File: config.mk
export PLATFORM = sky130hd
export DESIGN_NAME = cube_scan_sequencer_flat
export DESIGN_NICKNAME = d
export VERILOG_FILES = /design/src/rtl/cube_scan_sequencer_pkg.sv /design/src/rtl/cube_scan_sequencer_if.sv /design/src/rtl/cube_scan_sequencer_column_shifter.sv /design/src/rtl/cube_scan_sequencer.sv /design/src/flat_wrapper.sv
export SDC_FILE = /design/constraint.sdc
export NUM_CORES = 1
export LEC_CHECK = 0
export CORE_ASPECT_RATIO = 0.9
export CORE_UTILIZATION = 38
export DETAILED_ROUTE_END_ITERATION = 6
export SETUP_SLACK_MARGIN = 0.05
export SLEW_MARGIN = 25
export SYNTH_ARGS = -nofsm -noshare
export SYNTH_HDL_FRONTEND = slang
export SYNTH_SLANG_ARGS = --single-unit
File: constraint.sdc
create_clock -name clk -period 1.6 [get_ports clk]
set_input_delay 0.16 -clock clk [delete_from_list [all_inputs] [get_ports clk]]
set_output_delay 0.16 -clock clk [all_outputs]
set_load 0.005 [all_outputs]
File: src/rtl/cube_scan_sequencer_pkg.sv
// Shared types and constants for the LED cube scan sequencer.
package cube_pkg;

  localparam int          NUM_LAYERS = 8;
  localparam int          LAYER_W    = 3;
  localparam logic [11:0] WD_LIMIT   = 12'hFFF;

  typedef enum logic [2:0] {
    IDLE,
    FETCH,
    CAPTURE,
    SHIFT,
    LATCH,
    FIRE,
    WAIT_DONE
  } scan_state_t;

endpackage

File: src/rtl/cube_scan_sequencer_if.sv
// Frame-buffer read port and layer-activator handshake of the scan sequencer.
interface cube_scan_sequencer_if #(parameter int COLS = 64);
  import cube_pkg::*;

  logic [LAYER_W-1:0] rd_layer;
  logic               rd_en;
  logic [COLS-1:0]    rd_data;
  logic               act_start;
  logic [LAYER_W-1:0] act_layer;
  logic               act_done;

  modport master (
    output rd_layer, rd_en, act_start, act_layer,
    input  rd_data, act_done
  );

  modport slave (
    input  rd_layer, rd_en, act_start, act_layer,
    output rd_data, act_done
  );

endinterface

File: src/rtl/cube_scan_sequencer_column_shifter.sv
// Parallel-load column shift register with SR_HALF clock divider; MSB first,
// data changes only on the falling edge of sr_clk.
module column_shifter #(
  parameter int COLS    = 64,
  parameter int SR_HALF = 1
) (
  input  logic            clk,
  input  logic            rst,
  input  logic            load,
  input  logic [COLS-1:0] data,
  input  logic            start,
  output logic            sr_data,
  output logic            sr_clk,
  output logic            shift_done
);

  localparam int HALF_W = (SR_HALF > 1) ? $clog2(SR_HALF) : 1;
  localparam int BIT_W  = (COLS > 1) ? $clog2(COLS) : 1;

  logic [COLS-1:0]   shreg;
  logic              active;
  logic [HALF_W-1:0] half_cnt;
  logic [BIT_W-1:0]  bit_cnt;
  logic              half_tc;

  assign half_tc    = (half_cnt == '0);
  // Last cycle of the high phase of the last bit: the FSM leaves SHIFT on this edge.
  assign shift_done = active && sr_clk && half_tc && (bit_cnt == '0);
  // Zero fill keeps sr_data low once the column has been sent.
  assign sr_data    = shreg[COLS-1];

  always_ff @(posedge clk) begin
    if (rst) begin
      shreg    <= '0;
      active   <= 1'b0;
      sr_clk   <= 1'b0;
      half_cnt <= '0;
      bit_cnt  <= '0;
    end else begin
      if (load) shreg <= data;
      if (start) begin
        active   <= 1'b1;
        sr_clk   <= 1'b0;
        half_cnt <= HALF_W'(SR_HALF - 1);
        bit_cnt  <= BIT_W'(COLS - 1);
      end else if (active) begin
        if (!half_tc) begin
          half_cnt <= half_cnt - HALF_W'(1);
        end else begin
          half_cnt <= HALF_W'(SR_HALF - 1);
          sr_clk   <= ~sr_clk;
          if (sr_clk) begin
            shreg <= {shreg[COLS-2:0], 1'b0};
            if (bit_cnt == '0) active  <= 1'b0;
            else               bit_cnt <= bit_cnt - BIT_W'(1);
          end
        end
      end
    end
  end

endmodule

File: src/rtl/cube_scan_sequencer.sv
// Layer scan sequencer: fetch column pattern, shift it out, latch, fire the
// layer activator. Define SCAN_WATCHDOG_EN to add the act_done watchdog and wd_err.
//
// state     | meaning
// IDLE      | stopped, layer counter at 0
// FETCH     | rd_en strobe for the current layer
// CAPTURE   | rd_data valid, loaded into the column shifter
// SHIFT     | serial column transfer to the driver chain
// LATCH     | sr_latch pulse
// FIRE      | act_start pulse
// WAIT_DONE | waiting for act_done (or watchdog expiry)
module cube_scan_sequencer
  import cube_pkg::*;
#(
  parameter int COLS    = 64,
  parameter int SR_HALF = 1
) (
  input  logic                         clk,
  input  logic                         rst,
  input  logic                         enable,
  cube_scan_sequencer_if.master        bus,
  output logic                         sr_data,
  output logic                         sr_clk,
  output logic                         sr_latch,
  output logic                         frame_done,
  output logic                         busy
`ifdef SCAN_WATCHDOG_EN
  ,
  output logic                         wd_err
`endif
);

  scan_state_t        state;
  logic [LAYER_W-1:0] layer;
  logic               rd_en_q;
  logic               act_start_q;
  logic               cap_q;
  logic               shift_done;
  logic               layer_done;

`ifdef SCAN_WATCHDOG_EN
  logic [11:0] wd_cnt;
  assign layer_done = bus.act_done || (wd_cnt == '0);
`else
  assign layer_done = bus.act_done;
`endif

  assign bus.rd_layer  = layer;
  assign bus.act_layer = layer;
  assign bus.rd_en     = rd_en_q;
  assign bus.act_start = act_start_q;
  assign busy          = (state != IDLE);

  column_shifter #(
    .COLS    (COLS),
    .SR_HALF (SR_HALF)
  ) u_shifter (
    .clk        (clk),
    .rst        (rst),
    .load       (cap_q),
    .data       (bus.rd_data),
    .start      (cap_q),
    .sr_data    (sr_data),
    .sr_clk     (sr_clk),
    .shift_done (shift_done)
  );

  always_ff @(posedge clk) begin
    if (rst) begin
      state       <= IDLE;
      layer       <= '0;
      rd_en_q     <= 1'b0;
      cap_q       <= 1'b0;
      sr_latch    <= 1'b0;
      act_start_q <= 1'b0;
      frame_done  <= 1'b0;
`ifdef SCAN_WATCHDOG_EN
      wd_cnt      <= '0;
      wd_err      <= 1'b0;
`endif
    end else begin
      rd_en_q     <= 1'b0;
      cap_q       <= 1'b0;
      sr_latch    <= 1'b0;
      act_start_q <= 1'b0;
      frame_done  <= 1'b0;
      case (state)
        IDLE: if (enable) begin
          state   <= FETCH;
          rd_en_q <= 1'b1;
        end
        FETCH: begin
          state <= CAPTURE;
          cap_q <= 1'b1;
        end
        CAPTURE: state <= SHIFT;
        SHIFT: if (shift_done) begin
          state    <= LATCH;
          sr_latch <= 1'b1;
        end
        LATCH: begin
          state       <= FIRE;
          act_start_q <= 1'b1;
        end
        FIRE: begin
          // act_done coinciding with FIRE is deliberately not looked at
          state <= WAIT_DONE;
`ifdef SCAN_WATCHDOG_EN
          wd_cnt <= WD_LIMIT - 12'd1;
`endif
        end
        WAIT_DONE: begin
          if (layer_done) begin
            frame_done <= (layer == LAYER_W'(NUM_LAYERS - 1));
            if (enable) begin
              state   <= FETCH;
              rd_en_q <= 1'b1;
              layer   <= layer + LAYER_W'(1);
            end else begin
              state <= IDLE;
              layer <= '0;
            end
`ifdef SCAN_WATCHDOG_EN
            if (!bus.act_done) wd_err <= 1'b1;
          end else begin
            wd_cnt <= wd_cnt - 12'd1;
`endif
          end
        end
        default: state <= IDLE;
      endcase
    end
  end

endmodule

File: src/flat_wrapper.sv
// flat-port wrapper written by rule: the top's interface ports become plain ports
module cube_scan_sequencer_flat import cube_pkg::*;
#(
  parameter int COLS    = 64,
  parameter int SR_HALF = 1
)
  (clk, rst, enable, sr_data, sr_clk, sr_latch, frame_done, busy, bus_rd_layer, bus_rd_en, bus_act_start, bus_act_layer, bus_rd_data, bus_act_done);
  cube_scan_sequencer_if #(.COLS(COLS)) bus_i ();
  input  logic clk;
  input  logic rst;
  input  logic enable;
  output logic sr_data;
  output logic sr_clk;
  output logic sr_latch;
  output logic frame_done;
  output logic busy;
  output wire logic [$bits(bus_i.rd_layer)-1:0] bus_rd_layer;
  output wire logic [$bits(bus_i.rd_en)-1:0] bus_rd_en;
  output wire logic [$bits(bus_i.act_start)-1:0] bus_act_start;
  output wire logic [$bits(bus_i.act_layer)-1:0] bus_act_layer;
  input wire logic [$bits(bus_i.rd_data)-1:0] bus_rd_data;
  input wire logic [$bits(bus_i.act_done)-1:0] bus_act_done;
  assign bus_rd_layer = bus_i.rd_layer;
  assign bus_rd_en = bus_i.rd_en;
  assign bus_act_start = bus_i.act_start;
  assign bus_act_layer = bus_i.act_layer;
  assign bus_i.rd_data = bus_rd_data;
  assign bus_i.act_done = bus_act_done;
  cube_scan_sequencer #(.COLS(COLS), .SR_HALF(SR_HALF)) u_core (.clk(clk), .rst(rst), .enable(enable), .bus(bus_i), .sr_data(sr_data), .sr_clk(sr_clk), .sr_latch(sr_latch), .frame_done(frame_done), .busy(busy));
endmodule
==> results of run 1 <==
==> path summary, 6_finish.rpt <==
kind                                                     to  cells after the start
worst min-delay path            u_core.u_shifter.bit_cnt[2]                      2
worst max register to register  u_core.u_shifter.bit_cnt[5]                      3
worst min register to register   u_core.u_shifter.shreg[48]                      2
worst max-delay path            u_core.u_shifter.bit_cnt[5]                      3
==> worst register-to-register path, delay by kind of cell (launching register included) <==
family             cells  cell delay (ns)
AOI/OAI and AO/OA      1             0.16
DFF                    1             0.36
and+or+nand+nor        2             0.89
==> where the power goes <==
group          internal, mW  total (mW)  switching (mW)
clock                 0.889        1.67           0.784
sequential             2.23        2.32          0.0918
combinational         0.364       0.679           0.315
==> routing by layer <==
metal,global-route usage (%),part of all wire [%]
met1,23.2,51
met2,29.2,43
met3,3.80,4.4
met4,4.81,0.95
met5,0,0
==> cell type report <==
type / count / area share [%]
clock inverters: 7 / 2.08
inverters: 5 / 0.417
clock buffers: 9 / 2.58
flip-flops and latches: 83 / 34.7
multi-input cells: 327 / 36.9
repair buffers: 96 / 20.2
well taps: 122 / 3.18
==> placed cells by master, fill, tap and decap left out, types with 5 or more instances in the layout <==
cell type        instances
a311oi_1                63
nand2_1                132
clkdlybuf4s50_1         78
nor2_1                  67
dfxtp_1                 80
a21oi_1                  9
nand3_1                  7
buf_4                   11
clkbuf_8                 9
o21ai_0                  5
nor3_1                   5
==> through the flow <==
| step | setup slack (ns) | cell area, sq um |
|---|---|---|
| global placement | 0.0842 | 4560 |
| detailed placement | 0.0202 | 4560 |
| floorplan | 0.132 | 3620 |
| finish | 0.112 | 4800 |
| CTS | 0.0868 | 4790 |
| global route | 0.0417 | 4800 |
==> sequential cells by signal, summed over array words and instances (netlist names) <==
register / cells
u_core.bus.act_layer: 3
u_core.bus.act_start: 1
u_core.bus.rd_en: 1
u_core.cap_q: 1
u_core.frame_done: 1
u_core.sr_latch: 1
u_core.state: 3
u_core.u_shifter.active: 1
u_core.u_shifter.bit_cnt: 6
u_core.u_shifter.shreg: 64
u_core.u_shifter.sr_clk: 1
==> cell usage after synthesis (all sizes together) (3+ instances only) <==
cell / n
a21oi: 9
a311oi: 63
a31oi: 3
and3: 3
buf: 18
clkbuf: 25
dfxtp: 83
ha: 4
inv: 4
nand2: 133
nand2b: 3
nand3: 7
nor2: 67
nor3: 5
o21ai: 5
==> repair_timing <==
action | in CTS | in global routing
gates resized for setup | 5 | 3
endpoints found under the setup margin | 4 | 17
gates cloned | 0 | 0
==> logic make-up (layout without fill, tap and decap cells) <==
| logic type | count (synthesis) | count (layout) | synth area share [%] |
|---|---|---|---|
| adder cells (fa/ha/maj) | 4 | 4 | 1.38 |
| flip-flops | 83 | 83 | 45.9 |
| AO/OA/AOI/OAI | 93 | 93 | 20.9 |
| XOR/XNOR | 1 | 1 | 0.242 |
| buffers and inverters | 48 | 117 | 5.63 |
| AND/OR/NAND/NOR | 229 | 229 | 26.0 |
==> impl_metrics.yaml, run 1 <==
power:
  ir_drop_v: 0.000425
  power_density_nw_per_um2: 973
  power.leakage_nw: 1.61
  total_power_mw: 4.67
worst_setup_path:
  cp-start-kind: "flop"
  path_max_fanout: 6
  worstPathRequired_ns: 1.87
  critPathLaunch: "u_core.u_shifter.bit_cnt[3]"
  critPathKind: "reg2reg"
  regToRegSetupSlack_ns: 0.11
  r2r_start: "u_core.u_shifter.bit_cnt[3]"
  critPathTopFamily: "simple AND/OR/NAND/NOR gates"
  crit_chain: "or3_4, or4_1, a31oi_1"
  worstPathArrival_ns: 1.76
  crit_slowest_cell: "or4_1"
  cp_slowest_stage_delay_ns: 0.48
  worst-path-buf-inv: 0
  endpoint_kind: "flop"
logic_synthesis:
  synth_top_area_share_pct: 45.9
  syn-cell-area_sq_um: 3620
  synth_cell_types: 42
  yosysWarnings: 0
  ys.flop_type: "dfxtp_1"
  synth-seq-cells: 83
  synth_edf_count: 0
  syn_inst: 458
  syn-num-nets: 530
  yosys.area.top_type: "dfxtp_1"
  yosysSeqAreaShare_pct: 45.9
  ys_top_cells_by_area: "dfxtp_1 (46%), a311oi_1 (15%), nand2_1 (14%), nor2_1 (6.9%), clkbuf_1 (2.6%)"
  syn_area_per_cell_sq_um: 7.91
  async_reset_ff_share_pct: 0
cts:
  cts_setup_buffers: 0
  clk_pin_slew_ns: 0.09
  htreeDepth: 3
  cts_tree: "done"
  cts_root_buffer: "clkbuf_8"
  clk_latency_ns: 0.35
  cts_buffers: 9
  cts.sinks: 83
  clock_path_buffers: 2
  postCtsHoldBufs: 0
sta:
  setup_viol: 0
  finalClockSkew_ns: 0.00777
  grt_setup_unrepaired: "yes"
  worst_slew_pin_slew_ns: 0.412
  hold_ws_ns: 0.248
  max-slew-margin-rel_pct: 71.9
  drv_slew: 0
  fin_crit_ns: 1.49
  hold_violations: 0
  period_share_pct: 93.0
  fmax_ghz: 0.672
  fin_setup_tns_ns: 0
final_layout:
  diodes: 0
  fillers: 927
  fin_nets: 594
  drive_above_1_share_pct: 8.16
  area_growth_pct: 32.5
  utilization_pct: 52.4
  multi_input_area_sq_um: 1770
  regArea_sq_um: 1670
  layoutNonFillerInstCount: 649
route:
  drc_errors: 0
  ant_nets: 0
  wire_per_inst_um: 13.1
  via_per_inst: 5.25
  vias: 3410
  drt_pre_antenna_iters: 5
  dr.first_iter.drc_count: 196
  wirelength_um: 8490
floorplanning:
  initial_core_util_pct: 39.5
  rows: 33
  die_h_um: 94.6
  io_pins: 81
  dieWidth_um: 105
  core_sq_um: 9170
  dieArea_sq_um: 9930
status:
  outcome: "complete, no violations"
global_route:
  antenna_found_initial: 0
  grt_start_max_net_pins: 72
  grt_pass1_wl_um: 14300
  overflow: 0
  grt_pass1_vias: 3135
  grt_usage_pct: 17.6
placed_design:
  place_hpwl_um: 5410
  gp_congestion: 0.746
  dp.cells: 633
  place.port_buffers: 80
job:
  maxCapViolCount: 0
min_path:
  hold_class: "in2reg"
  hold_start: "rst"
No activity file was read; power rests on OpenSTA's default activity.
==> run 2: changes to the inputs <==
--- a/config.mk
+++ b/config.mk
@@ -13,3 +13,4 @@
 export SYNTH_ARGS = -nofsm -noshare
 export SYNTH_HDL_FRONTEND = slang
 export SYNTH_SLANG_ARGS = --single-unit
+export TNS_END_PERCENT = 1
==> run 2 against run 1 <==
Critical path depth up 2. Total power down 0.27%. Highest routed layer unchanged. Register-to-register slack worse by 0.03 ns. Critical endpoint is now u_core.u_shifter.bit_cnt[4]. Global-route usage down 0.12 points. Largest power group unchanged. Critical path type unchanged. Flip-flop and latch count unchanged. Worst setup slack worse by 0.030 ns.
==> impl_metrics.yaml, run 2 (synthesis results as in run 1) <==
cts:
  htreeDepth: 3
  cts.sinks: 83
  cts_root_buffer: "clkbuf_8"
  postCtsHoldBufs: 0
  clk_latency_ns: 0.34
  clk_pin_slew_ns: 0.09
  clock_path_buffers: 2
  cts_buffers: 9
  cts_tree: "done"
worst_setup_path:
  critPathTopFamily: "simple AND/OR/NAND/NOR gates"
  worst-path-buf-inv: 1
  worstPathArrival_ns: 1.78
  crit_slowest_cell: "or4b_1"
  cp-start-kind: "flop"
  crit_chain: "inv_1, ha_1, nor2b_4, or4b_1, a31oi_1"
  cp_slowest_stage_delay_ns: 0.50
  path_max_fanout: 7
  endpoint_kind: "flop"
  worstPathRequired_ns: 1.86
  critPathKind: "reg2reg"
min_path:
  hold_class: "in2reg"
floorplanning:
  dieWidth_um: 105
  io_pins: 81
  rows: 33
  core_sq_um: 9170
  die_h_um: 94.6
  dieArea_sq_um: 9930
  initial_core_util_pct: 39.5
sta:
  fin_crit_ns: 1.52
  drv_slew: 0
  max-slew-margin-rel_pct: 61.9
  worst_slew_pin_slew_ns: 0.572
  hold_violations: 0
  fmax_ghz: 0.659
  grt_setup_unrepaired: "yes"
  finalClockSkew_ns: 0.00736
  setup_viol: 0
  period_share_pct: 94.9
global_route:
  antenna_found_initial: 0
  grt_pass1_vias: 3098
  grt_start_max_net_pins: 72
  grt_pass1_wl_um: 14100
  overflow: 0
  grt_usage_pct: 17.4
power:
  p_int_mw: 3.48
  seqPwrFrac_pct: 49.8
  switching_share_pct: 25.3
  total_power_mw: 4.66
  clockPowerShare_pct: 35.7
  combPwrFrac_pct: 14.5
  switchingPower_mw: 1.18
  power_density_nw_per_um2: 972
  power.leakage_nw: 1.61
  ir_drop_v: 0.000413
route:
  dr.first_iter.drc_count: 186
  wirelength_um: 8470
  wire_per_inst_um: 13.0
  via_per_inst: 5.25
  vias: 3408
  drc_errors: 0
  ant_nets: 0
  drt_pre_antenna_iters: 4
final_layout:
  area_growth_pct: 32.3
  final_common_cell: "nand2_1"
  drive_above_1_share_pct: 7.78
  largest_reg_flops: 64
  reg_top3: "u_core.u_shifter.shreg: 64 flops, u_core.u_shifter.bit_cnt: 6 flops"
  final_cell_mix: "nand2_1 (132), dfxtp_1 (81), clkdlybuf4s50_1 (78), nor2_1 (67), a311oi_1 (63)"
  top_register: "u_core.u_shifter.shreg"
  fin_nets: 594
  multi_input_area_sq_um: 1770
  regArea_sq_um: 1660
  fillers: 925
  diodes: 0
  utilization_pct: 52.3
job:
  maxCapViolCount: 0
placed_design:
  gp_congestion: 0.746
  place.port_buffers: 80
  place_hpwl_um: 5410
status:
  outcome: "complete, no violations"
run 2: worst reg2reg max path, cell delays in order, from the launching register on:
cell and delay, ns:
dfxtp_2 0.34, inv_1 0.06, ha_1 0.22, nor2b_4 0.15, or4b_1 0.50, a31oi_1 0.17
run 2: final timing paths:
| path | start | end | slack (ns) | cells past startpoint |
|---|---|---|---|---|
| worst min register to register | u_core.u_shifter.shreg[47] | u_core.u_shifter.shreg[48] | 0.48 | 2 |
| worst max register to register | u_core.u_shifter.bit_cnt[0] | u_core.u_shifter.bit_cnt[4] | 0.08 | 5 |
| worst min-delay path | rst | u_core.u_shifter.bit_cnt[2] | 0.26 | 2 |
| worst max-delay path | u_core.u_shifter.bit_cnt[0] | u_core.u_shifter.bit_cnt[4] | 0.08 | 5 |
run 2: area by class of cell:
type                       instances  area share (%)
timing repair buffer              96            20.1
sequential                        83            34.7
clock inverter                     7            2.09
tap                              122            3.18
inverter                           5           0.418
multi-input combinational        327            36.9
clock buffer                       9            2.58
run 2: repair_timing:
| item | 4_1_cts | 5_1_grt |
|---|---|---|
| gates resized for setup | 1 | 4 |
| setup endpoints to repair | 4 | 21 |
| setup buffers | 0 | 0 |
| cloned | 0 | 0 |
| pin swaps | 0 | 1 |
run 2: power by group through the flow:
stage | Combinational [mW] | Sequential, mW | Clock [mW]
floorplan | 0.373 | 2.34 | 0
global placement | 0.665 | 2.36 | 0
detailed placement | 0.677 | 2.36 | 0
CTS | 0.678 | 2.32 | 1.72
global route | 0.754 | 2.34 | 1.81
finish | 0.676 | 2.32 | 1.66
run 2: per-layer routing:
metal / part of all wire [%] / track usage [%]
met1: 51 / 23.1
met2: 44 / 28.9
met3: 4.3 / 3.80
met4: 0.33 / 4.81
met5: 0 / 0
run 2: metrics by stage:
| step | instances | TNS (ns) | area [sq um] | setup slack, ns | hold slack [ns] |
|---|---|---|---|---|---|
| global route | 649 | -0.000183 | 4790 | -0.000183 | 0.271 |
| finish | 649 | 0 | 4790 | 0.0816 | 0.262 |
| floorplan | 458 | 0 | 3620 | 0.132 | 0.305 |
| global placement | 633 | 0 | 4560 | 0.0842 | 0.462 |
| detailed placement | 633 | 0 | 4560 | 0.0202 | 0.469 |
| CTS | 649 | 0 | 4780 | 0.00519 | 0.247 |
==> run 3: changes to the inputs <==
--- a/config.mk
+++ b/config.mk
@@ -6,6 +6,7 @@
 export NUM_CORES = 1
 export LEC_CHECK = 0
 export CORE_ASPECT_RATIO = 0.9
+export CORE_MARGIN = 2
 export CORE_UTILIZATION = 38
 export DETAILED_ROUTE_END_ITERATION = 6
 export SETUP_SLACK_MARGIN = 0.05
==> run 3 against run 2 <==
Register-to-register slack better by 0.03 ns. Combinational power hardly changed. Flip-flop and latch count stayed put. Global-route usage is 0.40 points lower. Highest routed layer unchanged.
==> impl_metrics.yaml, run 3 (synthesis results as in run 1) <==
status:
  outcome: "complete, no violations"
floorplanning:
  dieArea_sq_um: 10300
  initial_core_util_pct: 39.3
  rows: 33
  dieWidth_um: 107
  io_pins: 81
  core_sq_um: 9210
  die_h_um: 96.6
cts:
  cts.sinks: 83
  postCtsHoldBufs: 0
  clock_path_buffers: 2
  clk_pin_slew_ns: 0.09
  cts_tree: "done"
  cts_setup_buffers: 0
  clk_latency_ns: 0.36
  htreeDepth: 3
  cts_buffers: 9
  cts_root_buffer: "clkbuf_8"
placed_design:
  postPlaceCellArea_sq_um: 4570
  dp.cells: 633
  place.port_buffers: 80
  place_hpwl_um: 5560
  gp_congestion: 0.802
  pre_cts_ws_ns: -0.000910
power:
  ir_drop_v: 0.000438
  switching_share_pct: 28.0
  power_density_nw_per_um2: 926
  p_int_mw: 3.18
  clockPowerShare_pct: 32.1
  switchingPower_mw: 1.24
  seqPwrFrac_pct: 52.6
  power.leakage_nw: 1.60
  combPwrFrac_pct: 15.3
  total_power_mw: 4.42
sta:
  grt_setup_unrepaired: "yes"
  worst_slew_pin_slew_ns: 0.375
  fin_crit_ns: 1.49
  setup_viol: 0
  drv_slew: 0
  fmax_ghz: 0.672
  max-slew-margin-rel_pct: 74.9
  worst_slack_ns: 0.111
  finalClockSkew_ns: 0.0133
  period_share_pct: 93.1
  hold_violations: 0
final_layout:
  drive_above_1_share_pct: 8.16
  largest_reg_flops: 64
  fin_nets: 594
  reg_top3: "u_core.u_shifter.shreg: 64 flops, u_core.u_shifter.bit_cnt: 6 flops"
  diodes: 0
  fillers: 904
  top_register: "u_core.u_shifter.shreg"
  layoutNonFillerInstCount: 649
  utilization_pct: 51.8
  area_growth_pct: 31.8
  final_common_cell: "nand2_1"
  fin_area_sq_um: 4770
  final_cell_mix: "nand2_1 (132), dfxtp_1 (80), clkdlybuf4s50_1 (78), nor2_1 (67), a311oi_1 (63)"
route:
  vias: 3385
  via_per_inst: 5.22
  ant_nets: 0
  dr.first_iter.drc_count: 154
  wire_per_inst_um: 13.3
  drc_errors: 0
  drt_pre_antenna_iters: 4
  wirelength_um: 8640
worst_setup_path:
  worstPathArrival_ns: 1.77
  critPathTopFamily: "simple AND/OR/NAND/NOR gates"
  critPathKind: "reg2reg"
  crit_chain: "or3_4, or4_1, a31oi_1"
  worst-path-buf-inv: 0
  path_max_fanout: 6
  crit_slowest_cell: "or4_1"
  endpoint_kind: "flop"
  cp_slowest_stage_delay_ns: 0.47
  regToRegSetupSlack_ns: 0.11
  cp-start-kind: "flop"
  worstPathRequired_ns: 1.88
global_route:
  grt_usage_pct: 17.0
  grt_start_max_net_pins: 71
  grt_pass1_vias: 3156
  overflow: 0
  grt_pass1_wl_um: 14600
  antenna_found_initial: 0
min_path:
  hold_class: "in2reg"
job:
  maxCapViolCount: 0
[run 3: cell count changes in the layout (fill, tap and decap cells not counted), sizes merged]
cell | before | now
bufinv | 2 | 0
inv | 6 | 8
clkdlybuf4s15 | 0 | 1
clkinv | 1 | 2
clkinvlp | 3 | 2
dlygate4sd2 | 1 | 0
[run 3: area by class of cell]
class / count / area [sq um] / share of cell area (%)
Clock buffer: 9 / 124 / 2.60
Timing Repair Buffer: 96 / 978 / 20.5
Multi-Input combinational cell: 327 / 1770 / 37.1
Clock inverter: 7 / 58.8 / 1.23
Sequential cell: 83 / 1670 / 34.9
Inverter: 5 / 20.0 / 0.419
Tap cell: 122 / 153 / 3.20
[run 3: routing by layer]
metal	track usage, %	share of wire, %
met1	22.7	48
met2	27.6	45
met3	4.25	5.5
met4	4.50	0.86
met5	0	0
[run 3: worst register-to-register path, cell delays in order, from the launching register on]
cell and delay, ns:
dfxtp_1 0.37, or3_4 0.42, or4_1 0.47, a31oi_1 0.15
[run 3: final timing paths]
check,from,end,cells past startpoint
hold / removal,rst,u_core.bus.act_layer[0],2
setup / recovery,u_core.u_shifter.bit_cnt[3],u_core.u_shifter.bit_cnt[5],3
setup reg to reg,u_core.u_shifter.bit_cnt[3],u_core.u_shifter.bit_cnt[5],3
hold reg to reg,u_core.state[0],u_core.bus.act_start,1
[run 3: power by group through the flow]
stage,clock (mW),combinational [mW],sequential [mW]
global route,1.55,0.752,2.35
global placement,0,0.662,2.37
floorplan,0,0.373,2.34
CTS,1.47,0.675,2.32
detailed placement,0,0.673,2.37
finish,1.42,0.676,2.33
[run 3: repair_timing]
item	4_1_cts	5_1_grt
setup endpoints to repair	4	7
pin swaps	0	1
cloned	0	0
resized for setup	5	5
[run 3: metrics by stage]
| stage | hold WS [ns] | setup TNS [ns] |
|---|---|---|
| 4_1_cts | 0.184 | 0 |
| 3_3_place_gp | 0.462 | 0 |
| 3_5_place_dp | 0.468 | -0.000910 |
| 6_report | 0.180 | 0 |
| 2_1_floorplan | 0.305 | 0 |
| 5_1_grt | 0.195 | 0 |
